`src/rtl/ssp_pkg.sv`:
```
// Shared SSP definitions: default data width and FIFO depths for the TX and RX
// buffers, plus the helper that sizes an occupancy counter.
package ssp_pkg;

   localparam int SSP_WIDTH    = 8;
   localparam int SSP_TX_DEPTH = 4;
   localparam int SSP_RX_DEPTH = 4;

   // Bits needed to hold an occupancy value in the range 0..depth inclusive.
   function automatic int ssp_count_w(input int depth);
      return $clog2(depth + 1);
   endfunction

endpackage

```
`src/rtl/ssp_fifo_ptr.sv`:
```
// Circular buffer pointer: advances by one on inc and wraps from DEPTH-1 back
// to 0, so DEPTH need not be a power of two.
module ssp_fifo_ptr
   import ssp_pkg::*;
#(
   parameter int  DEPTH = SSP_TX_DEPTH,
   localparam int PW    = $clog2(DEPTH)
) (
   input  logic          pclk,
   input  logic          clear,
   input  logic          inc,
   output logic [PW-1:0] ptr
);

   localparam logic [PW-1:0] LAST = PW'(DEPTH - 1);

   // Pointer register with explicit wrap at the last storage slot.
   always_ff @(posedge pclk) begin
      if (clear) begin
         ptr <= '0;
      end else if (inc) begin
         ptr <= (ptr == LAST) ? '0 : ptr + 1'b1;
      end
   end

endmodule

```
`src/rtl/ssp_tx_fifo_param.sv`:
```
// SSP transmit FIFO: buffers APB-written words for the transmit logic, with an
// explicit head-valid flag, occupancy status, threshold interrupt and sticky
// overflow/underflow error flags.
module ssp_tx_fifo_param
   import ssp_pkg::*;
#(
   parameter int  WIDTH      = SSP_WIDTH,
   parameter int  DEPTH      = SSP_TX_DEPTH,
   parameter int  INTR_LEVEL = DEPTH,
   localparam int CW         = ssp_count_w(DEPTH)
) (
   input  logic             pclk,
   input  logic             clear,
   input  logic             psel,
   input  logic             pwrite,
   input  logic [WIDTH-1:0] pwdata,
   input  logic             remove,
   input  logic             clear_err,
   output logic [WIDTH-1:0] txdata,
   output logic             tmit,
   output logic             ssptxintr,
   output logic             full,
   output logic             empty,
   output logic [CW-1:0]    count,
   output logic             overflow,
   output logic             underflow
);

   localparam int PW = $clog2(DEPTH);

   logic [WIDTH-1:0] mem [DEPTH];
   logic [PW-1:0]    wr_ptr;
   logic [PW-1:0]    rd_ptr;
   logic [CW-1:0]    count_q;

   logic push_req;
   logic pop_acc;
   logic push_acc;
   logic ovf_evt;
   logic unf_evt;

   // A pop frees a slot in the same cycle, so a full FIFO still accepts a
   // push when the head is leaving. A pop on empty never sees the incoming
   // word: there is no write-through.
   assign push_req = psel & pwrite;
   assign pop_acc  = remove & ~empty;
   assign push_acc = push_req & (~full | pop_acc);
   assign ovf_evt  = push_req & full & ~pop_acc;
   assign unf_evt  = remove & empty;

   ssp_fifo_ptr #(.DEPTH(DEPTH)) u_wr_ptr (
      .pclk  (pclk),
      .clear (clear),
      .inc   (push_acc),
      .ptr   (wr_ptr)
   );

   ssp_fifo_ptr #(.DEPTH(DEPTH)) u_rd_ptr (
      .pclk  (pclk),
      .clear (clear),
      .inc   (pop_acc),
      .ptr   (rd_ptr)
   );

   // Storage write; contents are not reset, validity is tracked by count.
   always_ff @(posedge pclk) begin
      if (push_acc && !clear) begin
         mem[wr_ptr] <= pwdata;
      end
   end

   // Occupancy: changes only when exactly one of push/pop is accepted.
   always_ff @(posedge pclk) begin
      if (clear) begin
         count_q <= '0;
      end else begin
         case ({push_acc, pop_acc})
            2'b10:   count_q <= count_q + 1'b1;
            2'b01:   count_q <= count_q - 1'b1;
            default: count_q <= count_q;
         endcase
      end
   end

   // Sticky error flags; a new event in the same cycle beats clear_err.
   always_ff @(posedge pclk) begin
      if (clear) begin
         overflow  <= 1'b0;
         underflow <= 1'b0;
      end else begin
         if (ovf_evt) begin
            overflow <= 1'b1;
         end else if (clear_err) begin
            overflow <= 1'b0;
         end
         if (unf_evt) begin
            underflow <= 1'b1;
         end else if (clear_err) begin
            underflow <= 1'b0;
         end
      end
   end

   // Status is decoded from the registered count only, so none of it depends
   // combinationally on the request inputs.
   assign count     = count_q;
   assign full      = (count_q == CW'(DEPTH));
   assign empty     = (count_q == '0);
   assign tmit      = ~empty;
   assign ssptxintr = (count_q >= CW'(INTR_LEVEL));
   assign txdata    = empty ? '0 : mem[rd_ptr];

endmodule

```
`config.mk`:
```
export PLATFORM = sky130hd
export DESIGN_NAME = ssp_tx_fifo_param
export DESIGN_NICKNAME = d
export VERILOG_FILES = /design/src/rtl/ssp_pkg.sv /design/src/rtl/ssp_fifo_ptr.sv /design/src/rtl/ssp_tx_fifo_param.sv
export SDC_FILE = /design/constraint.sdc
export NUM_CORES = 1
export LEC_CHECK = 0
export CAP_MARGIN = 20
export CORE_UTILIZATION = 30
export DETAILED_ROUTE_END_ITERATION = 8
export PLACE_DENSITY = 0.48
export SYNTH_ARGS = -nofsm -noshare
export SYNTH_HDL_FRONTEND = slang
export SYNTH_HIERARCHICAL = 1
export SYNTH_SLANG_ARGS = --single-unit
```
`constraint.sdc`:
```
create_clock -name pclk -period 2.4 [get_ports pclk]
set_clock_uncertainty 0.1 [all_clocks]
set_input_delay 0.24 -clock pclk [delete_from_list [all_inputs] [get_ports pclk]]
set_output_delay 0.24 -clock pclk [all_outputs]
set_load 0.01 [all_outputs]
```
==> results of run 1 <==
==> sequential cells by signal, indices dropped and copies added (netlist names) <==
name	flops
count	3
mem	32
overflow	1
u_rd_ptr/ptr	2
u_wr_ptr/ptr	2
underflow	1
==> worst max-delay path: cells and delay by family, from the launching register on <==
family	cells	cell delay (ps)
mux	1	390
flops	1	640
buf+inv	1	480
simple gates	1	140
==> how the worst max path moves through the flow <==
stage | cells after the start | startpoint | to
after CTS | 3 | u_rd_ptr/ptr[1]$_SDFFE_PP0P_ | txdata[7]
after detailed placement | 9 | remove | count[2]$_SDFFE_PP0P_
after global placement | 9 | remove | count[2]$_SDFFE_PP0P_
final | 3 | u_rd_ptr/ptr[1]$_SDFFE_PP0P_ | txdata[1]
after floorplan | 8 | count[2]$_SDFFE_PP0P_ | count[2]$_SDFFE_PP0P_
after global routing | 3 | u_rd_ptr/ptr[1]$_SDFFE_PP0P_ | txdata[7]
==> cell type report <==
class	instances	area (um^2)	share of cell area [%]
clock buffers	5	68.8	3.03
clock inverters	3	46.3	2.04
inverters	6	22.5	0.991
multi-input cells	55	529	23.3
flip-flops and latches	41	1140	50.2
well taps	72	90.1	3.96
repair buffers	40	375	16.5
==> synth_stat cells, drive strengths merged, types with 3 or more instances <==
| master | count |
|---|---|
| a21oi | 4 |
| dfxtp | 9 |
| edfxtp | 32 |
| ha | 3 |
| inv | 6 |
| mux4 | 8 |
| nor2 | 8 |
| nor2b | 9 |
==> per-layer routing <==
| layer | up-vias | global-route usage, % | wire [um] |
|---|---|---|---|
| li1 | 478 | - | - |
| met1 | 479 | 14.5 | 1320 |
| met2 | 16 | 19.6 | 1670 |
| met3 | 8 | 2.35 | 83 |
| met4 | 0 | 7.36 | 90 |
| met5 | - | 0 | 0 |
==> cells by family after synthesis <==
logic type                 share of synthesized area (%)
AOI/OAI and AO/OA                                   2.42
xor gates and xnor gates                            1.03
adders and majority gates                           3.38
buffers and inverters                               2.50
DFF                                                 67.0
muxes                                               11.7
and+or+nand+nor                                     12.0
==> power by group <==
group / total (W) / internal (W) / switching (W) / leakage [nW]
logic: 0.000814 / 0.000466 / 0.000348 / 0.349
clock network: 0.000557 / 0.000311 / 0.000246 / 0.0543
registers: 0.000863 / 0.000808 / 0.0000553 / 0.363
==> through the flow <==
stage	power, W	setup WS (ps)	area (um^2)
finish	0.00223	121	2270
global route	0.00237	24.0	2270
CTS	0.00226	51.1	2260
detailed placement	0.00170	-118	2150
global placement	0.00169	-22.8	2150
floorplan	0.00129	232	1700
==> cells in the final DEF (no fill, tap or decap), drive strengths merged, types with 2 or more instances in the layout <==
cell type and n:
nor2 8, inv 6, a21oi 4, nor3 2, mux4 8, edfxtp 32
dfxtp 9, nand2 2, or3b 2, or3 2, mux2i 2, nor2b 9
xor2 2, buf 10, nand2b 2, clkbuf 5, ha 3, clkdlybuf4s50 30
nor3b 2
==> flow_metrics.tcl, run 1 <==
set metrics [dict create \
    max_slew_margin_pct 66.5 \
    cts_tree "built" \
    worst_hold_startpoint "overflow$_SDFFE_PP0P_" \
    min_path_type "flop to flop" \
    fin_crit_sh_pct 95.0 \
    layout-drive-gt1-share_pct 20.7 \
    diodes 0 \
    yosys.area.top_type "edfxtp_1" \
    clk_path_buf_depth 2 \
    yosysUniqueCellTypes 27 \
    cp.arrival_ps 1940 \
    max_stage_delay_ps 640 \
    reg2reg_setup_slack_ps 180 \
    start_util_pct 30.9 \
    synth.area.top_cells "edfxtp_1 56%, dfxtp_1 11%, mux4_2 11%" \
    core_mm2 0.00551 \
    rows 27 \
    yosys_warnings 6 \
    placedCellCount 214 \
    rsz0062_at_grt "false" \
    peakVddDrop_mv 0.308 \
    boundaryPins 31 \
    num_vias 981 \
    synth_nets 124 \
    dr.pass1.iters 4 \
    status "finished clean" \
    path_clk_slew_ps 80 \
    antenna_found_initial 0 \
    synth_area_mm2 0.00170 \
    final_cells 222 \
    hold_path_end "overflow$_SDFFE_PP0P_" \
    worst_pin_slew_ps 503 \
    endpoint_kind "output pin" \
    drc 0 \
    setup_tns_ps 0 \
    period_minus_slack_ps 2280 \
    synthCells 106 \
    post_cts_resized 0 \
    cts_hold_buf 0 \
    worstPathMaxFanout 10 \
    reg2reg_from "count[1]$_SDFFE_PP0P_" \
    numPortBuffers 30 \
    hpwl_um 2170 \
    yosysSeqAreaShare_pct 67.0 \
    ys_ff_latch 41 \
    nFillCells 523 \
    holdWs_ps 401 \
    place_congestion 0.688 \
    startpoint_type "flop" \
    first_global_vias 1029 \
    grt_pass1_wl_um 5190 \
    area_growth_pct 33.4 \
    max_freq_mhz 439 \
    critical_path_class "flop to output pin" \
    die-area_mm2 0.00599 \
    reg2regPathDepth 8 \
    power.leakage_nw 0.766 \
    die_y_um 77.4 \
    nNetsFinal 167 \
    grt.total_usage_pct 12.0 \
    synthDominantCellAreaShare_pct 56.4 \
    gr-total-overflow 0 \
    clock-sinks 41 \
    whs_path_depth 2 \
    cts_made_buffers 5 \
    htreeDepth 2 \
    vias_per_cell 4.42 \
    grt_max_degree 15 \
    ys.flop_type "edfxtp_1" \
    setup_violations 0 \
    async_reset_ff_share_pct 0 \
    r2r_end "count[2]$_SDFFE_PP0P_" \
    insertion_delay_ps 290 \
    cts_setup_buffers 0 \
    worstPathRequired_ps 2060 \
    die_width_um 77.4 \
    max_cap_violations 0 \
    cp_cell_sequence "mux4_2 > nor2b_1 > clkdlybuf4s50_1" \
    drt_iter0_markers 63 \
    synth_edf_count 32 \
    root_buffer "clkbuf_8" \
    p_per_area_mw_per_mm2 983 \
    antenna_left 0 \
    final_core_util_pct 41.3 \
    wire_per_inst_um 14.3 \
    totalWireLength_um 3170 \
    critPathSlowestCell "dfxtp_1" \
    final_max_slew_viol_count 0 \
    avgSynthCellArea_um2 16.1 \
    hold_viol_final 0 \
]
Power figures use the tool's default switching activity.
==> run 2, diff against run 1 <==
PLACE_DENSITY = 0.47   (was 0.48)
SYNTH_HIERARCHICAL = not set   (was 1)
==> flow_metrics.tcl, run 2 <==
set metrics [dict create \
    status "finished clean" \
    wire_per_inst_um 14.5 \
    layout_common_cells "32 x edfxtp_1, 30 x clkdlybuf4s50_1, 13 x and2_1, 12 x buf_4, 11 x dfxtp_1" \
    antenna_found_initial 0 \
    async_reset_ff_share_pct 0 \
    grt_pass1_wl_um 5620 \
    hold_viol_final 0 \
    nNetsFinal 188 \
    num_vias 1136 \
    worstPathRequired_ps 2060 \
    max_freq_mhz 437 \
    yosys.area.top_type "edfxtp_1" \
    critical_path_class "flop to output pin" \
    ys.flop_type "edfxtp_1" \
    yosysMostFrequentCell "edfxtp_1" \
    setup_violations 0 \
    dp_slack_ps 150 \
    cts_setup_buffers 0 \
    start_util_pct 31.1 \
    die-area_mm2 0.00641 \
    die_y_um 80.1 \
    insertion_delay_ps 300 \
    antenna_left 0 \
    synth.area.top_cells "edfxtp_1 53%, dfxtp_1 12%, mux4_2 9.8%" \
    cts_tree "built" \
    yosysUniqueCellTypes 28 \
    startpoint_type "flop" \
    drt_iter0_markers 35 \
    worstPathMaxFanout 8 \
    holdWs_ps 399 \
    diodes 0 \
    gr-total-overflow 0 \
    totalWireLength_um 3530 \
    final_common_cell "edfxtp_1" \
    boundaryPins 31 \
    final_max_slew_viol_count 0 \
    first_global_vias 1093 \
    nFillCells 563 \
    yosysSeqAreaShare_pct 64.6 \
    ys_top_cells_by_count "32 x edfxtp_1, 13 x and2_1, 11 x dfxtp_1, 8 x mux4_2, 7 x inv_1" \
    placedCellCount 236 \
    clock-sinks 43 \
    grt_max_degree 14 \
    setup_tns_ps 0 \
    synthDominantCellAreaShare_pct 52.5 \
    rsz0062_at_grt "false" \
    rows 28 \
    hpwl_um 2490 \
    cts_made_buffers 5 \
    fin_ws_ps 111 \
    min_path_type "flop to flop" \
    layout-drive-gt1-share_pct 18.9 \
    dr.pass1.iters 4 \
    fin_crit_sh_pct 95.4 \
    clk_path_buf_depth 2 \
    max_slew_margin_pct 69.8 \
    final_core_util_pct 40.9 \
    period_minus_slack_ps 2290 \
    synth_edf_count 32 \
    synth_nets 144 \
    ys_ff_latch 43 \
    power.leakage_nw 0.827 \
    avgSynthCellArea_um2 14.8 \
    die_width_um 80.1 \
    place_congestion 0.743 \
    synth_area_mm2 0.00183 \
    peakVddDrop_mv 0.268 \
    max_cap_violations 0 \
    root_buffer "clkbuf_8" \
    cp.arrival_ps 1950 \
    largest-register "mem" \
    worst_pin_slew_ps 452 \
    yosys_warnings 0 \
    htreeDepth 2 \
    synthCells 124 \
    core_mm2 0.00589 \
    vias_per_cell 4.66 \
    grt.total_usage_pct 12.5 \
    largest_reg_flops 32 \
    reg2reg_from "count[1]$_SDFFE_PP0P_" \
    numPortBuffers 30 \
    p_per_area_mw_per_mm2 652 \
    area_growth_pct 31.6 \
    final_cells 244 \
    drc 0 \
    worst_hold_startpoint "u_rd_ptr.ptr[1]$_SDFFE_PP0N_" \
    endpoint_kind "output pin" \
    path_clk_slew_ps 80 \
]
run 2: report_power, final:
part           total [W]  switching [W]  internal [W]
Sequential      0.000824      0.0000109      0.000813
Combinational   0.000198      0.0000890      0.000109
Clock           0.000547       0.000243      0.000305
run 2: final timing paths:
| path | endpoint | slack (ps) | depth (start not counted) |
|---|---|---|---|
| worst min-delay path | u_rd_ptr.ptr[1]$_SDFFE_PP0N_ | 400 | 2 |
| worst max register to register | count[2]$_SDFFE_PP0P_ | 360 | 6 |
| worst min register to register | u_rd_ptr.ptr[1]$_SDFFE_PP0N_ | 400 | 2 |
| worst max-delay path | txdata[0] | 110 | 4 |
run 2: cells by family after synthesis:
group | share of synthesized area [%]
muxes | 9.85
and+or+nand+nor | 11.4
buffers and inverters | 2.80
xor gates and xnor gates | 0.479
adders and majority gates | 4.51
DFF | 64.6
AOI/OAI and AO/OA | 6.43
run 2: critical path: stages, from the launching register on:
cell,delay [ps]
dfxtp_1,330
buf_6,170
mux4_2,500
and2_1,170
clkdlybuf4s50_1,480
run 2: layout make-up:
type | instances | area, um^2 | area share (%)
clock buffers | 5 | 68.8 | 2.86
clock inverters | 3 | 38.8 | 1.61
inverters | 7 | 26.3 | 1.09
multi-input cells | 68 | 597 | 24.8
flip-flops and latches | 43 | 1180 | 49.1
well taps | 75 | 93.8 | 3.90
repair buffers | 43 | 402 | 16.7
run 2: what timing repair did:
item / CTS / global route
resized for setup: 0 / 1
hold buffers: 0 / 0
hold endpoints to repair: 0 / 0
endpoints found under the setup margin: 0 / 3
run 2: metrics by stage:
stage	instance area [um^2]	power, W
after floorplan	1830	0.000935
after global placement	2300	0.00104
after detailed placement	2300	0.00104
after CTS	2400	0.00158
after global routing	2410	0.00163
final	2410	0.00157
run 2: routing by layer:
layer	global-route usage, %	share of wire (%)	up-vias
met2	19.1	47	27
met4	6.43	1.8	0
met3	3.75	3.3	5
met1	15.9	48	555
li1	-	-	549
met5	0	0	-
